**src/rtl/scan_pkg.sv**
```systemverilog
// rtl/scan_pkg.sv - shared scan-path types, MISR step function and default polynomials
package scan_pkg;

    typedef enum logic {
        ST_IDLE,
        ST_SHIFT
    } scan_state_t;

    localparam int MISR_MAX_WIDTH = 64;

    localparam logic [3:0]  MISR_POLY_4  = 4'hC;
    localparam logic [7:0]  MISR_POLY_8  = 8'hB8;
    localparam logic [15:0] MISR_POLY_16 = 16'hB400;
    localparam logic [31:0] MISR_POLY_32 = 32'h80200003;

    // Operates on a zero-extended signature so one function serves every width up to 64.
    function automatic logic [MISR_MAX_WIDTH-1:0] misr_step(
        input logic [MISR_MAX_WIDTH-1:0] sig,
        input logic                      b,
        input logic [MISR_MAX_WIDTH-1:0] poly
    );
        logic fb;
        fb = sig[0] ^ b;
        return (sig >> 1) ^ (fb ? poly : '0);
    endfunction

endpackage

```
**src/rtl/scan_misr.sv**
```systemverilog
// rtl/scan_misr.sv - serial-input Galois MISR with enable and synchronous clear
module scan_misr
    import scan_pkg::*;
#(
    parameter int                WIDTH = 16,
    parameter logic [WIDTH-1:0]  POLY  = MISR_POLY_16
) (
    input  logic             CLOCK,
    input  logic             RESET_N,
    input  logic             EN,
    input  logic             CLEAR,
    input  logic             DIN,
    output logic [WIDTH-1:0] SIGNATURE
);

    logic [MISR_MAX_WIDTH-1:0] step_full;
    logic                      unused_step_hi;

    assign step_full      = misr_step(MISR_MAX_WIDTH'(SIGNATURE), DIN, MISR_MAX_WIDTH'(POLY));
    assign unused_step_hi = ^step_full;

    // Clear has priority so a coincident shifted bit is dropped rather than folded.
    always_ff @(posedge CLOCK or negedge RESET_N) begin
        if (!RESET_N) begin
            SIGNATURE <= '0;
        end else if (CLEAR) begin
            SIGNATURE <= '0;
        end else if (EN) begin
            SIGNATURE <= step_full[WIDTH-1:0];
        end
    end

endmodule

```
**src/rtl/scan_response_unloader.sv**
```systemverilog
// rtl/scan_response_unloader.sv - serialises captured scan chain LSB-first and compacts it into a MISR
module scan_response_unloader
    import scan_pkg::*;
#(
    parameter int                    CHAIN_LEN  = 16,
    parameter int                    MISR_WIDTH = 16,
    parameter logic [MISR_WIDTH-1:0] MISR_POLY  = MISR_POLY_16,
    parameter int                    CNT_WIDTH  = 16
) (
    input  logic                  CLOCK,
    input  logic                  RESET_N,
    input  logic                  CAP_VALID,
    output logic                  CAP_READY,
    input  logic [CHAIN_LEN-1:0]  CAP_DATA,
    output logic                  SO,
    output logic                  SO_VALID,
    input  logic                  SO_READY,
    output logic                  SO_LAST,
    input  logic                  SIG_CLEAR,
    output logic [MISR_WIDTH-1:0] SIGNATURE,
    output logic [CNT_WIDTH-1:0]  PATTERN_COUNT,
    output logic                  BUSY
);

    localparam int            BW       = $clog2(CHAIN_LEN);
    localparam logic [BW-1:0] LAST_BIT = BW'(CHAIN_LEN - 1);

    scan_state_t          state, state_next;
    logic [CHAIN_LEN-1:0] shreg;
    logic [BW-1:0]        bitcnt;
    logic                 cap_fire;
    logic                 bit_fire;

    always_comb begin
        state_next = state;
        CAP_READY  = 1'b0;
        SO_VALID   = 1'b0;
        SO         = 1'b0;
        SO_LAST    = 1'b0;
        BUSY       = 1'b0;
        case (state)
            ST_IDLE: begin
                CAP_READY = 1'b1;
                if (CAP_VALID) state_next = ST_SHIFT;
            end
            ST_SHIFT: begin
                SO_VALID = 1'b1;
                BUSY     = 1'b1;
                SO       = shreg[0];
                SO_LAST  = (bitcnt == LAST_BIT);
                if (SO_READY && SO_LAST) state_next = ST_IDLE;
            end
            default: state_next = ST_IDLE;
        endcase
    end

    assign cap_fire = CAP_VALID & CAP_READY;
    assign bit_fire = SO_VALID & SO_READY;

    always_ff @(posedge CLOCK or negedge RESET_N) begin
        if (!RESET_N) begin
            state  <= ST_IDLE;
            shreg  <= '0;
            bitcnt <= '0;
        end else begin
            state <= state_next;
            if (cap_fire) begin
                shreg  <= CAP_DATA;
                bitcnt <= '0;
            end else if (bit_fire) begin
                shreg  <= {1'b0, shreg[CHAIN_LEN-1:1]};
                bitcnt <= bitcnt + BW'(1);
            end
        end
    end

    always_ff @(posedge CLOCK or negedge RESET_N) begin
        if (!RESET_N) begin
            PATTERN_COUNT <= '0;
        end else if (SIG_CLEAR) begin
            PATTERN_COUNT <= '0;
        end else if (bit_fire && SO_LAST) begin
            PATTERN_COUNT <= PATTERN_COUNT + CNT_WIDTH'(1);
        end
    end

    scan_misr #(
        .WIDTH (MISR_WIDTH),
        .POLY  (MISR_POLY)
    ) u_misr (
        .CLOCK     (CLOCK),
        .RESET_N   (RESET_N),
        .EN        (bit_fire),
        .CLEAR     (SIG_CLEAR),
        .DIN       (SO),
        .SIGNATURE (SIGNATURE)
    );

endmodule
```
**config.mk**
```make
export PLATFORM = sky130hd
export DESIGN_NAME = scan_response_unloader
export DESIGN_NICKNAME = d
export VERILOG_FILES = /design/src/rtl/scan_pkg.sv /design/src/rtl/scan_misr.sv /design/src/rtl/scan_response_unloader.sv
export SDC_FILE = /design/constraint.sdc
export NUM_CORES = 1
export LEC_CHECK = 0
export ABC_AREA = 1
export CAP_MARGIN = 5
export CORE_ASPECT_RATIO = 1.5
export CORE_MARGIN = 5
export CORE_UTILIZATION = 50
export CTS_CLUSTER_DIAMETER = 120
export DETAILED_ROUTE_END_ITERATION = 7
export PLACE_DENSITY_LB_ADDON = 0.15
export SLEW_MARGIN = 20
export SYNTH_ARGS = -nofsm -noshare
export SYNTH_HDL_FRONTEND = slang
export SYNTH_SLANG_ARGS = --single-unit
```
**constraint.sdc**
```tcl
create_clock -name CLOCK -period 1.5 [get_ports CLOCK]
set_clock_uncertainty 0.05 [all_clocks]
set_input_delay 0.15 -clock CLOCK [delete_from_list [all_inputs] [get_ports CLOCK]]
set_output_delay 0.15 -clock CLOCK [all_outputs]
set_load 0.1 [all_outputs]
```
# --- Word-level counts from Yosys, hierarchy flattened ---
# Index checks and enable logic that the tools add are counted.
# Widths: inputs -> output; s select.
word_totals:
  mem_count: 0
  latch_bits: 0
  rom_bits: 0
  out_inout_bits: 37
  ramBits: 0
  register_bits: 53
  inputBits: 21
op_classes:
  div_mod_pow: 0
  mul: 0
  order_cmp: 0
  reduce_logical: 5
  n_mux: 16
  shifts: 0
  n_addsub: 2
  n_eq_ne: 1
  bitwise_logic: 5
op_table:
  columns: ["op", "count"]
  rows:
  - ["$mux 16", 7]
  - ["$add 16x1->16 const B", 1]
  - ["$xor 15x16->16", 1]
  - ["$mux 4", 2]
  - ["$mux 1", 6]
  - ["$reduce_bool 2->1", 3]
  - ["$add 4x1->4 const B", 1]
  - ["$eq 4x4->1 const B", 1]
  - ["$and 1x1->1", 2]
  - ["$logic_and 1x1->1", 2]
  - ["$pmux 1 s2", 1]
  - ["$not 1->1", 1]
  - ["$xor 1x1->1", 1]

# --- Longest topological paths before layout ---
depth:
  ltp_word: 6
  depth_mapped: 9
  mapped_depth_nobuf: 9

# --- Hierarchy ---
# From an unflattened synthesis, not the netlist that was laid out.
unflattened:
  cells_unflattened: 321
  area_unflattened_um2: 2567.5
modules_own_cells:
  columns: ["mod", "n_inst", "cells_per_inst", "area_per_inst_um2"]
  rows:
  - ["scan_response_unloader", 1, 248, 1899.3]
  - ["scan_misr", 1, 73, 668.1]

# --- Least setup slack after synthesis ---
# No wires, ideal clock.
synth_timing:
  path_kind: "flip-flop to output port"
  from: "reg state"
  to: "out SO_LAST"
  path_stages_with_launch: 3
  t_arrival_ns: 2.922
  path_slack_ns: -1.622
  n_path_buf: 0
  path_cell_list: "dfrtp_1 -> inv_2 -> nor2_1"
synth_via:
  elab_chain_cells: 1
synth_lines:
  columns: ["element", "line_no", "text"]
  rows:
  - ["start, declared", "scan_response_unloader.sv:28", "scan_state_t state, state_next;"]
  - ["start signal, assigned", "scan_response_unloader.sv:66", "state <= state_next;"]
  - ["$mux 1", "scan_response_unloader.sv:41", "case (state)"]
  - ["end, declared", "scan_response_unloader.sv:18", "output logic SO_LAST,"]
# Every way passes these cells.

# --- Final worst setup path ---
layout_timing:
  from: "reg bitcnt[0]"
  to: "out SO_LAST"
layout_via:
  elab_chain_cells: 2
layout_lines:
  columns: ["element", "line_no", "text"]
  rows:
  - ["start, declared", "scan_response_unloader.sv:30", "logic [BW-1:0] bitcnt;"]
  - ["start signal, assigned", "scan_response_unloader.sv:72", "bitcnt <= bitcnt + BW'(1);"]
  - ["$eq 4x4->1", "scan_response_unloader.sv:50", "SO_LAST = (bitcnt == LAST_BIT);"]
  - ["$mux 1", "scan_response_unloader.sv:41", null]
# Every way passes these cells.

==> results by group <==
Run status
  • Run status: complete, but fails checks
  • Failing checks: setup timing

Route
  • Vias per cell: 5.111
  • Vias: 2392
  • 1st-iter DRT viols: 132
  • Remaining DRCs: 0
  • Routed wire length per instance: 14.21 µm
  • Antenna Nets Post-Route: 0
  • Final wirelength: 6.651 mm
  • TritonRoute pass-1 iters: 4

STA
  • Setup Viol. Count Final: 11
  • Final worst slack: -0.08083 ns
  • Final Hold Fails: 0
  • Final worst path period share: 105.4%
  • Final min period: 1.581 ns
  • Max Freq: 0.6326 GHz
  • Post-route setup TNS: -0.3697 ns
  • Max-slew headroom: 79.37%
  • Worst-margin pin slew: 0.3083 ns
  • RSZ-0062 raised after global routing: true
  • Slew Viols, Final: 0

Synth
  • Syn nets: 339
  • Synth Instances: 316
  • Synthesized flop and latch total: 53
  • Synth unique cells: 27
  • Seq/Total Area, Yosys: 51.11%
  • Netlist Area Pre-Place: 0.002595 mm²
  • Yosys warning count: 0
  • Syn_area_per_cell: 8.212 µm²

GRT
  • Largest net degree at the start of global routing: 54
  • Initial antenna violation count: 0
  • First-pass GRT wire length: 10.85 mm
  • Vias in the first global route: 2437
  • Global-route usage over all layers: 20.86%
  • Gr ovfl total: 0

Worst setup path
  • Worst setup SP type: flip-flop
  • Crit. End Element: output pin
  • Critical Path AT: 1.38 ns
  • Slowest stage delay, CP: 0.40 ns
  • Crit path max-delay family: flip-flops
  • Worst path cell trace: ha_4, nand3_4, buf_6, nor2_4, buf_12
  • Buffers and inverters on the worst path: 2
  • Crit Path Max Fanout: 2
  • CP required: 1.30 ns
  • Crit Path Category: reg2out
  • Worst path slowest cell: dfrtp_1

Cells and area
  • Ant diodes: 0
  • Fill cell total of the finished layout: 358
  • Area delta synth->final: 56.03%
  • Layout cells sized above 1: 29.00%
  • Final #Nets: 422
  • Final Cell Area: 0.004049 mm²

Clock network
  • Clock Root Buffer: clkbuf_8
  • CTS tree: done
  • Clock latency on the worst-skew pair: 0.31 ns
  • Bufs on Longest Clock Path: 2
  • H-tree levels: 2
  • Reg clk slew, reported paths: 0.10 ns
  • Clock sink total: 53
  • Clock buffer count from CTS: 5

Placement
  • Post-DP Area: 0.003807 mm²
  • Hpwl dp: 4.807 mm
  • IO buf count: 57
  • Final GP Congestion: 0.8739

Pwr
  • Maximum VDD drop: 0.6779 mV
  • Leakage Power: 1.745 nW
  • Pwr dens: 1269 mW/mm²

Floorplan
  • Core Rows: 32
  • Die height: 98.23 µm
  • # IOs: 58
  • Initial Utilization: 51.03%
  • Die area: 0.006760 mm²
  • Die Wd: 68.82 µm
  • Placeable Area: 0.005085 mm²

Min path
  • Hold Crit Class: in2async

Job
  • Max-Cap Viols: 0
[report_power, final]
group | switching (mW) | total (mW) | internal, mW
combinational | 1.43 | 2.37 | 0.940
sequential | 0.229 | 1.96 | 1.73
clock | 0.480 | 0.812 | 0.332
total | 2.14 | 5.14 | 3.00
[layout make-up]
cell class / instances / area (µm²) / area share (%)
inverters: 52 / 201.4 / 4.975
flip-flops and latches: 53 / 1379 / 34.05
clock buffers: 5 / 68.82 / 1.700
repair buffers: 87 / 1225 / 30.25
clock inverters: 3 / 21.27 / 0.5253
multi-input cells: 200 / 1069 / 26.39
well taps: 68 / 85.08 / 2.101
[cell usage after synthesis]
cell	number	area share, %
dfrtp_1	53	51
nand2_1	51	7.4
inv_1	50	7.2
o21ai_0	49	9.5
nor2_1	37	5.4
nand3_1	14	2.7
a21oi_1	13	2.5
o22ai_1	12	2.9
nor3_1	4	0.77
o21ai_1	4	0.77
buf_6	3	1.3
clkbuf_2	3	0.58
nand4_1	3	0.72
and3_1	2	0.48
buf_2	2	0.39
buf_4	2	0.58
ha_1	2	0.96
inv_2	2	0.29
nand2_4	2	0.87
clkbuf_1	1	0.14
nand2_2	1	0.24
nand3_2	1	0.39
nand4_2	1	0.48
nor2_4	1	0.43
nor2_8	1	0.77
o21bai_4	1	0.72
o22ai_2	1	0.48
[cells by family (layout without fill, tap and decap cells)]
group	after synthesis	in the layout	share of synthesized area, %
AOI/OAI and AO/OA	80	80	16.83
adders and majority gates	2	2	0.9642
buffers and inverters	63	147	10.51
DFF	53	53	51.11
and+or+nand+nor	118	118	20.59
[worst register-to-register path: stages (launching register included)]
cell	delay, ns
dfrtp_1	0.40
ha_4	0.17
nand3_4	0.08
buf_4	0.15
nor2_4	0.18
buf_6	0.14
buf_4	0.09
buf_4	0.08
nand3_1	0.06
nand2_1	0.07
[registers in the layout, summed over array words and instances, names as in the netlist]
register / flops
bitcnt: 4
state: 1
PATTERN_COUNT: 16
u_misr.SIGNATURE: 16
shreg: 16
[layer usage]
metal / GRT usage (%) / routed length [µm]
met1: 24.57 / 2637
met2: 36.42 / 3599
met3: 3.452 / 264
met4: 8.108 / 150
met5: 0 / 0
[placed cells by master, fill, tap and decap left out]
cell type,Yosys,layout
a21oi_1,13,13
and3_1,2,2
buf_12,0,41
buf_2,2,1
buf_4,2,22
buf_6,3,3
clkbuf_8,0,5
clkdlybuf4s50_1,0,19
clkinv_2,0,1
clkinvlp_4,0,2
dfrtp_1,53,37
dfrtp_2,0,3
dfrtp_4,0,13
dlygate4sd3_1,0,1
ha_4,0,2
inv_1,50,47
inv_2,2,3
inv_4,0,1
inv_6,0,1
nand2_1,51,47
nand2_2,1,4
nand2_4,2,3
nand3_1,14,13
nand3_2,1,1
nand3_4,0,1
nand4_1,3,3
nand4_2,1,1
nor2_1,37,33
nor2_2,0,2
nor2_4,1,3
nor2_8,1,1
nor3_1,4,4
o21ai_0,49,42
o21ai_1,4,11
o21bai_4,1,1
o22ai_1,12,12
o22ai_2,1,1
[repair_timing]
item / 4_1_cts / 5_1_grt
gates resized for setup: 6 / 15
endpoints found under the setup margin: 3 / 35
buffers inserted: 8 / 4
hold buffers: 1 / 0
pin swaps: 6 / 11
endpoints found under the hold margin: 53 / 0
[per-stage QoR]
stage / util (%) / worst slack (ns) / hold slack, ns / std cells / total power, mW
final: 79.63 / -0.08083 / 0.3190 / 468 / 5.137
after global routing: 79.63 / -0.1461 / 0.3579 / 468 / 5.438
after CTS: 78.49 / -0.09660 / 0.3081 / 464 / 5.091
after detailed placement: 74.88 / -0.1057 / 0.1144 / 447 / 4.142
after global placement: 74.88 / -0.04785 / 0.1134 / 447 / 4.064
after floorplan: - / -0.4091 / -0.1956 / 316 / 3.304
[path summary, 6_finish.rpt]
path                        startpoint           endpoint  slack, ns  depth (start not counted)
max                          bitcnt[0]            SO_LAST      -0.08                          5
min                            RESET_N           shreg[8]       0.32                          3
max reg2reg                  bitcnt[0]   PATTERN_COUNT[1]      -0.05                          9
min reg2reg                   shreg[9]           shreg[9]       0.48                          2
max in group asynchronous      RESET_N  PATTERN_COUNT[11]       0.80                          3
min in group CLOCK         CAP_DATA[2]           shreg[2]       0.35                          3
Power figures use the tool's default switching activity.
